--- config.mk ---
export PLATFORM = sky130hd
export DESIGN_NAME = uart_receiver_flat
export DESIGN_NICKNAME = d
export VERILOG_FILES = /design/src/rtl/arch_defs_pkg.sv /design/src/rtl/uart_receiver_if.sv /design/src/rtl/sync_2ff.sv /design/src/rtl/uart_receiver.sv /design/src/flat_wrapper.sv
export SDC_FILE = /design/constraint.sdc
export NUM_CORES = 1
export LEC_CHECK = 0
export CORE_AREA = 2 2 69 64
export CTS_BUF_LIST = sky130_fd_sc_hd__clkbuf_4 sky130_fd_sc_hd__clkbuf_8
export DETAILED_ROUTE_END_ITERATION = 10
export DIE_AREA = 0 0 71 66
export PLACE_DENSITY = 0.72
export SYNTH_ARGS = -nofsm -noshare
export SYNTH_HDL_FRONTEND = slang
export SYNTH_SLANG_ARGS = --single-unit
--- constraint.sdc ---
create_clock -name clk -period 1.6 [get_ports clk]
set_clock_uncertainty 0.05 [all_clocks]
set_input_delay 0.32 -clock clk [delete_from_list [all_inputs] [get_ports clk]]
set_output_delay 0.32 -clock clk [all_outputs]
set_load 0.02 [all_outputs]
--- src/rtl/arch_defs_pkg.sv ---
// Shared architecture definitions for the UART blocks.
// Holds the receiver state encoding and bit-timing helper.
package arch_defs_pkg;

  typedef enum logic [1:0] {
    S_UART_RX_IDLE,
    S_UART_RX_VALIDATE_START,
    S_UART_RX_READ_DATA,
    S_UART_RX_STOP
  } uart_fsm_state_t;

  function automatic int clks_per_bit(
    input int clk_hz,
    input int baud
  );
    int q;
    q = clk_hz / baud;
    return (q < 4) ? 4 : q;
  endfunction

endpackage

--- src/rtl/uart_receiver_if.sv ---
// Register-side handshake bundle of the UART receiver.
// master = register layer, slave = receiver.
interface uart_receiver_if;
  logic       rx_read_ack;
  logic       rx_clear_errors;
  logic [7:0] rx_data;
  logic       rx_data_ready;
  logic       rx_frame_error;
  logic       rx_overrun_error;
  logic       rx_busy;

  modport master (
    output rx_read_ack,
    output rx_clear_errors,
    input  rx_data,
    input  rx_data_ready,
    input  rx_frame_error,
    input  rx_overrun_error,
    input  rx_busy
  );

  modport slave (
    input  rx_read_ack,
    input  rx_clear_errors,
    output rx_data,
    output rx_data_ready,
    output rx_frame_error,
    output rx_overrun_error,
    output rx_busy
  );
endinterface

--- src/rtl/sync_2ff.sv ---
// Two-flop synchronizer for a single asynchronous bit.
// Reset value is a parameter so idle-high lines reset to 1.
module sync_2ff #(
  parameter logic RESET_VAL = 1'b1
) (
  input  logic clk,
  input  logic reset_n,
  input  logic d,
  output logic q
);
  logic meta;

  always_ff @(posedge clk or negedge reset_n) begin
    if (!reset_n) begin
      meta <= RESET_VAL;
      q    <= RESET_VAL;
    end else begin
      meta <= d;
      q    <= meta;
    end
  end
endmodule

--- src/rtl/uart_receiver.sv ---
// 8N1 UART receiver: start validation, LSB-first data,
// stop check, held byte with sticky frame/overrun flags.
module uart_receiver
  import arch_defs_pkg::*;
#(
  parameter int CLOCK_FREQ_HZ = 20_000_000,
  parameter int BAUD_RATE     = 115_200
) (
  input  logic clk,
  input  logic reset_n,
  input  logic rx_serial_in,
  uart_receiver_if.slave rx
);
  localparam int CLKS_PER_BIT =
    clks_per_bit(CLOCK_FREQ_HZ, BAUD_RATE);
  localparam int HALF_BIT = CLKS_PER_BIT / 2;
  localparam int CNT_W = $clog2(CLKS_PER_BIT);
  localparam logic [CNT_W-1:0] BIT_LAST =
    CNT_W'(CLKS_PER_BIT - 1);
  localparam logic [CNT_W-1:0] HALF_LAST =
    CNT_W'(HALF_BIT - 1);
  localparam logic [CNT_W-1:0] CNT_ONE = CNT_W'(1);

  uart_fsm_state_t  state;
  logic [CNT_W-1:0] cnt;
  logic [2:0]       bit_idx;
  logic [7:0]       shift;
  logic             brk;
  logic [1:0]       warm;
  logic             armed;
  logic             rx_sync;
  logic             stop_smp;
  logic             accept;
  logic             ferr_set;

  sync_2ff #(.RESET_VAL(1'b1)) u_sync (
    .clk     (clk),
    .reset_n (reset_n),
    .d       (rx_serial_in),
    .q       (rx_sync)
  );

  assign stop_smp = (state == S_UART_RX_STOP) && !brk
                  && (cnt == BIT_LAST);
  assign accept   = stop_smp && rx_sync;
  assign ferr_set = stop_smp && !rx_sync;

  // Arming needs a real high after the synchronizer flushes
  // its reset value, so a mid-frame release is not a start.
  always_ff @(posedge clk or negedge reset_n) begin
    if (!reset_n) begin
      state   <= S_UART_RX_IDLE;
      cnt     <= '0;
      bit_idx <= '0;
      shift   <= '0;
      brk     <= 1'b0;
      warm    <= '0;
      armed   <= 1'b0;
    end else begin
      warm <= {warm[0], 1'b1};
      unique case (state)
        S_UART_RX_IDLE: begin
          cnt <= '0;
          if (warm[1] && rx_sync)
            armed <= 1'b1;
          if (armed && !rx_sync)
            state <= S_UART_RX_VALIDATE_START;
        end
        S_UART_RX_VALIDATE_START: begin
          if (cnt == HALF_LAST) begin
            cnt     <= '0;
            bit_idx <= '0;
            state   <= rx_sync ? S_UART_RX_IDLE
                               : S_UART_RX_READ_DATA;
          end else begin
            cnt <= cnt + CNT_ONE;
          end
        end
        S_UART_RX_READ_DATA: begin
          if (cnt == BIT_LAST) begin
            cnt     <= '0;
            shift   <= {rx_sync, shift[7:1]};
            bit_idx <= bit_idx + 3'd1;
            if (bit_idx == 3'd7)
              state <= S_UART_RX_STOP;
          end else begin
            cnt <= cnt + CNT_ONE;
          end
        end
        S_UART_RX_STOP: begin
          if (brk) begin
            if (rx_sync) begin
              brk   <= 1'b0;
              state <= S_UART_RX_IDLE;
            end
          end else if (cnt == BIT_LAST) begin
            cnt <= '0;
            if (rx_sync) state <= S_UART_RX_IDLE;
            else         brk   <= 1'b1;
          end else begin
            cnt <= cnt + CNT_ONE;
          end
        end
        default: state <= S_UART_RX_IDLE;
      endcase
    end
  end

  always_ff @(posedge clk or negedge reset_n) begin
    if (!reset_n) begin
      rx.rx_data          <= '0;
      rx.rx_data_ready    <= 1'b0;
      rx.rx_frame_error   <= 1'b0;
      rx.rx_overrun_error <= 1'b0;
    end else begin
      if (accept) begin
        rx.rx_data       <= shift;
        rx.rx_data_ready <= 1'b1;
      end else if (rx.rx_read_ack) begin
        rx.rx_data_ready <= 1'b0;
      end
      if (accept && rx.rx_data_ready && !rx.rx_read_ack)
        rx.rx_overrun_error <= 1'b1;
      else if (rx.rx_clear_errors)
        rx.rx_overrun_error <= 1'b0;
      if (ferr_set)
        rx.rx_frame_error <= 1'b1;
      else if (rx.rx_clear_errors)
        rx.rx_frame_error <= 1'b0;
    end
  end

  assign rx.rx_busy = (state != S_UART_RX_IDLE);
endmodule

--- src/flat_wrapper.sv ---
// flat-port wrapper written by rule: the top's interface ports become plain ports
module uart_receiver_flat import arch_defs_pkg::*;
#(
  parameter int CLOCK_FREQ_HZ = 20_000_000,
  parameter int BAUD_RATE     = 115_200
)
  (clk, reset_n, rx_serial_in, rx_rx_read_ack, rx_rx_clear_errors, rx_rx_data, rx_rx_data_ready, rx_rx_frame_error, rx_rx_overrun_error, rx_rx_busy);
  uart_receiver_if rx_i ();
  input  logic clk;
  input  logic reset_n;
  input  logic rx_serial_in;
  input wire logic [$bits(rx_i.rx_read_ack)-1:0] rx_rx_read_ack;
  input wire logic [$bits(rx_i.rx_clear_errors)-1:0] rx_rx_clear_errors;
  output wire logic [$bits(rx_i.rx_data)-1:0] rx_rx_data;
  output wire logic [$bits(rx_i.rx_data_ready)-1:0] rx_rx_data_ready;
  output wire logic [$bits(rx_i.rx_frame_error)-1:0] rx_rx_frame_error;
  output wire logic [$bits(rx_i.rx_overrun_error)-1:0] rx_rx_overrun_error;
  output wire logic [$bits(rx_i.rx_busy)-1:0] rx_rx_busy;
  assign rx_i.rx_read_ack = rx_rx_read_ack;
  assign rx_i.rx_clear_errors = rx_rx_clear_errors;
  assign rx_rx_data = rx_i.rx_data;
  assign rx_rx_data_ready = rx_i.rx_data_ready;
  assign rx_rx_frame_error = rx_i.rx_frame_error;
  assign rx_rx_overrun_error = rx_i.rx_overrun_error;
  assign rx_rx_busy = rx_i.rx_busy;
  uart_receiver #(.CLOCK_FREQ_HZ(CLOCK_FREQ_HZ), .BAUD_RATE(BAUD_RATE)) u_core (.clk(clk), .reset_n(reset_n), .rx_serial_in(rx_serial_in), .rx(rx_i));
endmodule
Word-level counts from Yosys, hierarchy flattened
Index checks and enable logic that the tools add are counted.
- word-level logic and storage cells: 72
- flip-flop bits (word level): 38
- output and inout port bits: 12
- input bits: 5
- add/subtract/negate cells: 2
- reductions and logical operators: 21
- mux-type cells: 24
- equality and inequality tests: 12
- operators with widths (operator ; count):
    $pmux 8 s4 ; 1
    $mux 8 ; 3
    $mux 2 ; 8
    $reduce_bool 2->1 ; 5
    $add 8x1->8 const B ; 1
    $eq 8x7->1 const B ; 1
    $eq 8x8->1 const B ; 1
    $logic_and 1x1->1 ; 8
    $mux 1 ; 8
    $ne 2x1->1 const B ; 4
    $pmux 2 s4 ; 1
    $mux 3 ; 2
    $pmux 3 s2 ; 1
    $reduce_and 5->1 ; 1
    $eq 2x2->1 const B ; 2
    $reduce_and 2->1 ; 2
    $add 3x1->3 const B ; 1
    $eq 3x3->1 const B ; 1
    $logic_not 1->1 ; 3
    $ne 3x2->1 const B ; 1
    $reduce_and 3->1 ; 1
    $eq 2x1->1 const B ; 1
    $logic_not 2->1 ; 1
    $ne 2x2->1 const B ; 1

Longest topological paths before layout
Gate-level depths: netlist of the first run.
- word-level depth: 7
- depth in mapped cells: 7
- mapped depth without buffers: 6

Hierarchy
A second synthesis of the first run with hierarchy kept.
- cell total of the unflattened synthesis: 145
- area total of the unflattened synthesis: 1740.4 um2
- modules (own cells, without submodules) (module ; cells each ; seq. area each (um2) ; times used ; area an instance (um2)):
    uart_receiver ; 143 ; 900.9 ; 1 ; 1687.9
    sync_2ff ; 2 ; 52.6 ; 1 ; 52.6

Worst setup path after synthesis of the first run
No wires, ideal clock.
- kind: reg2reg
- from: register u_core.cnt[0]
- to: register u_core.rx.rx_data[0]
- setup time: 0.128 ns
- arrival: 1.592 ns
- cell stages (with the launch flop): 8
- path slack: -0.169 ns
- data required time: 1.422 ns
- clock period less this slack: 1.769 ns
- path buffers: 1
- cells stage by stage: dfrtp_1 > inv_1 > ha_1 > and4_4 > and2_4 > and3_1 > buf_2 > mux2_1
- longest elaborated chain between the ends: 3
- RTL lines (element ; RTL line ; RTL):
    start: declaration ; uart_receiver.sv:25 ; logic [CNT_W-1:0] cnt;
    start signal: assignment ; uart_receiver.sv:76 ; cnt <= cnt + CNT_ONE;
    start signal: assignment ; uart_receiver.sv:87 ; cnt <= cnt + CNT_ONE;
    start signal: assignment ; uart_receiver.sv:101 ; cnt <= cnt + CNT_ONE;
    $eq 8x8->1 ; uart_receiver.sv:44 ; && (cnt == BIT_LAST);
    $logic_and 1x1->1 ; uart_receiver.sv:44 ;
    $logic_and 1x1->1 ; uart_receiver.sv:45 ; assign accept = stop_smp && rx_sync;
    end signal: assignment ; uart_receiver.sv:117 ; rx.rx_data <= shift;
    end: declaration ; uart_receiver_if.sv:25 ; output rx_data,
Every way passes these cells.
A chain may end at the register's enable or synchronous reset.

==> impl_metrics.tcl, run 1 <==
set metrics [dict create \
    ir_worst_vdd_mv 0.578 \
    synthCells 159 \
    drtIter0Drc 109 \
    synthXorXnorAreaFrac 0 \
    crit_buf_inv 2 \
    place_congestion 0.903 \
    path_max_fanout 4 \
    clock_sinks 38 \
    cts_tree "built" \
    io_pins 17 \
    track_usage 0.196 \
    synth_top_family_by_area "simple AND/OR/NAND/NOR gates" \
    cellLeakagePower_nw 1.26 \
    ys_ff_latch 38 \
    rsz0062_at_grt "true" \
    min_period_ns 1.79 \
    cp_num_cells 6 \
    clock_path_buffers 2 \
    syn_nets 173 \
    setup_tns_ns -3.29 \
    reg2reg_setup_slack_ns -0.19 \
    critPathArrivalTime_ns 1.93 \
    synthDistinctLibCells 47 \
    hold_buffers 0 \
    synth_fa_ha_area_frac 0.0584 \
    grt_max_degree 39 \
    grt_pass1_wl_mm 7.04 \
    port_buffers 16 \
    required_ns 1.73 \
    max_cap_violations 0 \
    h-tree-depth 2 \
    ys_async_sr_fraction 1.00 \
    grt-ovfl-total 0 \
    die_x_um 71 \
    yosysSeqAreaShare 0.494 \
    fin_util 0.661 \
    crit_family "compound AO/OA/AOI/OAI gates" \
    ant_nets 0 \
    crit_type "reg2reg" \
    cts.clk_slew.worst_paths_ns 0.07 \
    synth_compound_area_frac 0.127 \
    violations "setup timing" \
    drc 0 \
    cp-start-kind "flip-flop" \
    num_antenna_cells 0 \
    min_path_type "reg2reg" \
    via_count 1462 \
    cts-buffers-inserted 5 \
    clk_latency_ns 0.30 \
    antenna_found_initial 0 \
    fmax_mhz 558 \
    synthFlopType "dfrtp_1" \
    rr_worst_depth 6 \
    avgViaCountPerCell 5.62 \
    fp.dieH_um 66 \
    timing.final.ws_setup_ns -0.193 \
    syn2layout_area_growth_pct 36.7 \
    cp_slowest_cell "a222oi_1" \
    wl_per_cell_um 16.9 \
    drive_gt1_frac 0.443 \
    dr.pass1.iters 4 \
    grt_pass1_vias 1484 \
    hold_viol 0 \
    die_area_um2 4690 \
    startpoint "u_core.state[0]" \
    setup_viol 30 \
    powerDensity_nw_per_um2 1200 \
    maxSlewViolCount 0 \
    core_area_um2 3990 \
    nets 225 \
    path_cells "inv_1 > buf_4 > ha_2 > a222oi_1 > nand4b_1 > mux2i_1" \
    yosys_warnings 0 \
    end_kind "flip-flop" \
    reg2reg_from "u_core.state[0]" \
    max_stage_delay_ns 0.46 \
    period_share 1.12 \
    initial_core_util 0.483 \
    rows 22 \
    dp_hpwl_mm 2.95 \
    status "finished, violations left" \
    wirelength_mm 4.40 \
    synth_mux_area_frac 0.125 \
    synth_edf_count 0 \
    synthSimpleGateAreaFrac 0.144 \
    syn_area_um2 1930 \
    cts_root_buf "clkbuf_8" \
    syn_area_per_cell_um2 12.1 \
]
what timing repair did:
item | in CTS | in global routing
setup buffers | 2 | 1
endpoints found under the setup margin | 44 | 34
hold endpoints to repair | 0 | 0
gates resized for setup | 43 | 15
pin swaps | 8 | 13
cell families (layout without fill, tap and decap cells):
group                    Yosys count  after routing
adder cells (fa/ha/maj)            9              9
AO/OA/AOI/OAI                     31             31
other                              1              1
AND/OR/NAND/NOR                   44             44
flip-flops                        38             38
buffers and inverters             18             71
multiplexers                      18             18
cells in the mapped netlist, types with 2 or more instances:
cell type  count  area (um2)
a21oi_1        3        15.0
and3_1         2        12.5
buf_2          3        15.0
dfrtp_1       36         901
dfstp_2        2        52.6
ha_1           9         113
inv_1         11        41.3
mux2_1         5        56.3
mux2_4        11         165
mux2i_1        2        20.0
nand2_1       15        56.3
nand2b_1       4        25.0
nand3_1        5        25.0
nand3b_1       2        15.0
nor2_1         2        7.51
nor3_1         2        10.0
o2111ai_1      4        35.0
o211ai_1       3        22.5
o21ai_0        5        25.0
o221ai_1       4        35.0
o2bb2ai_1      2        17.5
o311ai_1       2        17.5
worst reg2reg max path: cells and delay by family (launching register included):
family                   cells  cell delay [ns]
AO/OA/AOI/OAI                1             0.46
adder cells (fa/ha/maj)      1             0.22
buffers and inverters        2             0.24
flip-flops                   1             0.38
multiplexers                 1             0.15
AND/OR/NAND/NOR              1             0.18
worst min path at each step:
| stage | from | end | slack [ns] | cells past startpoint |
|---|---|---|---|---|
| 6_report | u_core.warm[0] | u_core.warm[1] | 0.30 | 0 |
| 3_3_place_gp | u_core.warm[0] | u_core.warm[1] | 0.29 | 0 |
| 3_5_place_dp | u_core.warm[0] | u_core.warm[1] | 0.29 | 0 |
| 2_1_floorplan | reset_n | async pin | -0.03 | 0 |
| 5_1_grt | u_core.u_sync.meta | u_core.u_sync.q | 0.31 | 0 |
| 4_1_cts | u_core.warm[0] | u_core.warm[1] | 0.31 | 0 |
per-layer routing:
| metal | routed length, um | vias up | share of wire | GRT usage |
|---|---|---|---|---|
| met5 | 0 | - | 0 | 0 |
| met4 | 89 | 0 | 0.020 | 0.0849 |
| met3 | 191 | 9 | 0.043 | 0.0518 |
| met2 | 2250 | 34 | 0.51 | 0.315 |
| met1 | 1860 | 734 | 0.42 | 0.251 |
| li1 | - | 685 | - | - |
per-stage QoR:
stage                     std cells  hold WS (ns)  total power, W  setup slack, ns  instance area [um2]
after detailed placement        249         0.290         0.00219           -0.213                 2350
final                           260         0.303         0.00317           -0.193                 2640
after floorplan                 159       -0.0256         0.00171           -0.151                 1940
after global placement          249         0.294         0.00212           -0.150                 2350
after global routing            260         0.310         0.00333           -0.298                 2640
after CTS                       259         0.306         0.00298           -0.133                 2540
power breakdown:
part	leakage, nW	internal [W]	total (W)	switching, W
sequential	0.509	0.00102	0.00107	0.0000514
combinational	0.708	0.000622	0.00144	0.000819
clock	0.0484	0.000319	0.000653	0.000334
final cells by class:
type                    count  area [um2]
clock buffers               6        76.3
clock inverters             2        10.0
fillers                   271        1350
inverters                  12        45.0
multi-input cells         103        1050
flip-flops and latches     38         955
well taps                  48        60.1
repair buffers             51         443
sequential cells by signal, summed over array words and instances (netlist names), 2 cells and up, named ones only:
| register | flops |
|---|---|
| u_core.shift | 8 |
| u_core.bit_idx | 3 |
| u_core.cnt | 8 |
| u_core.warm | 2 |
| u_core.rx.rx_data | 8 |
placed cells by master, fill, tap and decap left out, types with 2 or more instances in the layout:
cell type / synthesis / layout
a21oi_1: 3 / 3
buf_4: 0 / 28
buf_6: 1 / 5
clkbuf_8: 0 / 5
clkdlybuf4s50_1: 0 / 4
clkinv_2: 0 / 2
dfrtp_1: 36 / 35
dfstp_2: 2 / 2
dlygate4sd2_1: 0 / 11
ha_1: 9 / 4
ha_2: 0 / 3
ha_4: 0 / 2
inv_1: 11 / 9
inv_2: 0 / 3
mux2_4: 11 / 16
mux2i_1: 2 / 2
nand2_1: 15 / 15
nand2b_1: 4 / 4
nand3_1: 5 / 5
nand3b_1: 2 / 2
nor3_1: 2 / 2
o2111ai_2: 0 / 2
o2111ai_4: 0 / 2
o211ai_1: 3 / 3
o21ai_0: 5 / 2
o21ai_1: 1 / 3
o221ai_1: 4 / 3
o311ai_2: 0 / 2
Power figures use the tool's default switching activity.
==> run 2, diff against run 1 <==
- PLACE_DENSITY: 0.72 -> 0.69
- SKIP_CTS_REPAIR_TIMING: not set -> 1
- clock period: 1.6 -> 2.15 ns (I/O delays scaled with it)
==> run 2 against run 1 <==
Against the previous run:
- core utilization shrank 9.9 points
- die area stayed put
- fmax is 9.9% lower
- routed wire length is 17% lower
- non-clock buffer count fell by 28
- final cell count fell by 11%
- the run now ends clean
- cell area is 15% lower
- combinational power fell by 53%
- worst hold slack lost 0.0067 ns
- critical path depth did not move
- first-iteration DRC count increased by 9.2%
- clock-buffer cell count is the same
==> impl_metrics.tcl, run 2 (synthesized netlist as in run 1, its figures left out) <==
set metrics [dict create \
    via_count 1311 \
    setup_viol 0 \
    port_buffers 16 \
    initial_core_util 0.483 \
    min_period_ns 1.99 \
    io_pins 17 \
    powerDensity_nw_per_um2 876 \
    track_usage 0.179 \
    drive_gt1_frac 0.217 \
    layoutNonFillerInstCount 232 \
    placed_cell_area_um2 2150 \
    die_x_um 71 \
    cts.clk_slew.worst_paths_ns 0.07 \
    drtIter0Drc 119 \
    ir_worst_vdd_mv 0.497 \
    timing.final.ws_setup_ns 0.161 \
    total_power_w 0.00197 \
    fin_util 0.562 \
    num_antenna_cells 0 \
    die_area_um2 4690 \
    cts-buffers-inserted 5 \
    path_max_fanout 7 \
    core_area_um2 3990 \
    fp.dieH_um 66 \
    cts_root_buf "clkbuf_8" \
    hold_viol 0 \
    antenna_found_initial 0 \
    status "completed" \
    ant_nets 0 \
    fmax_mhz 503 \
    cellLeakagePower_nw 1.05 \
    avgViaCountPerCell 5.65 \
    place_ws_ns 0.143 \
    wl_per_cell_um 15.7 \
    final_cell_mix "dfrtp_1 (36), nand2_1 (15), clkdlybuf4s50_1 (15)" \
    min_path_type "reg2reg" \
    place_congestion 0.797 \
    end_kind "flip-flop" \
    required_ns 2.28 \
    clock_sinks 38 \
    grt-ovfl-total 0 \
    cp-start-kind "flip-flop" \
    rsz0062_at_grt "false" \
    clk_latency_ns 0.29 \
    max_cap_violations 0 \
    rows 22 \
    h-tree-depth 2 \
    final_common_cell "dfrtp_1" \
    clock_path_buffers 2 \
    dp_hpwl_mm 2.52 \
    nets 197 \
    grt_pass1_wl_mm 6.51 \
    fill_cells 322 \
    critPathArrivalTime_ns 2.12 \
    final_cell_area_um2 2240 \
    maxSlewViolCount 0 \
    dr.pass1.iters 4 \
    drc 0 \
    wirelength_mm 3.63 \
    period_share 0.925 \
    cts_tree "built" \
    placed_cells 224 \
    syn2layout_area_growth_pct 16.3 \
    grt_pass1_vias 1384 \
    grt_max_degree 39 \
    top_regs "u_core.cnt x8, u_core.rx.rx_data x8, u_core.shift x8" \
    crit_type "reg2reg" \
]
[run 2: cell types whose count changed in the layout (fill, tap and decap cells not counted), sizes merged]
| cell | delta |
|---|---|
| dlymetal6s2s | +1 |
| clkdlybuf4s50 | +11 |
| clkinv | +1 |
| inv | -1 |
| buf | -29 |
| dlygate4sd2 | -11 |
[run 2: cell type report]
type,count,area [um2],area share
tap,48,60.1,0.0268
sequential,38,953,0.425
multi-input combinational,103,883,0.394
clock buffer,6,76.3,0.0340
clock inverter,2,10.0,0.00446
inverter,12,45.0,0.0201
timing repair buffer,23,215,0.0959
[run 2: path summary, 6_finish.rpt]
kind	from	end	slack, ns	cells past startpoint
setup / recovery	u_core.cnt[1]	u_core.cnt[5]	0.16	6
hold / removal	u_core.warm[0]	u_core.warm[1]	0.30	0
setup reg to reg	u_core.cnt[1]	u_core.cnt[5]	0.16	6
hold reg to reg	u_core.warm[0]	u_core.warm[1]	0.30	0
max in group asynchronous	reset_n	u_core.u_sync.meta	1.16	2
min in group asynchronous	reset_n	u_core.rx.rx_data[5]	0.51	2
[run 2: power breakdown]
group / internal (W) / switching, W / leakage (nW)
logic: 0.000252 / 0.000423 / 0.494
clock network: 0.000237 / 0.000250 / 0.0484
registers: 0.000758 / 0.0000440 / 0.510
total: 0.00125 / 0.000717 / 1.05
[run 2: routing by layer]
metal  part of all wire  vias up  global-route usage
li1                   -      623                   -
met5                  0        -                   0
met3              0.053        6              0.0579
met2               0.47       36               0.270
met1               0.46      646               0.240
met4              0.015        0              0.0708
[run 2: stage by stage]
stage / hold slack, ns / TNS, ns
after global routing: 0.315 / 0
after detailed placement: 0.291 / 0
final: 0.296 / 0
after floorplan: 0.0844 / 0
after global placement: 0.286 / 0
after CTS: 0.308 / -0.0768
[run 2: worst max-delay path: stages, from the launching register on]
cell and delay [ns]:
dfrtp_1 0.41, inv_1 0.10, ha_1 0.19, and4bb_1 0.20, a41oi_2 0.39, o211ai_2 0.22
o311ai_1 0.33
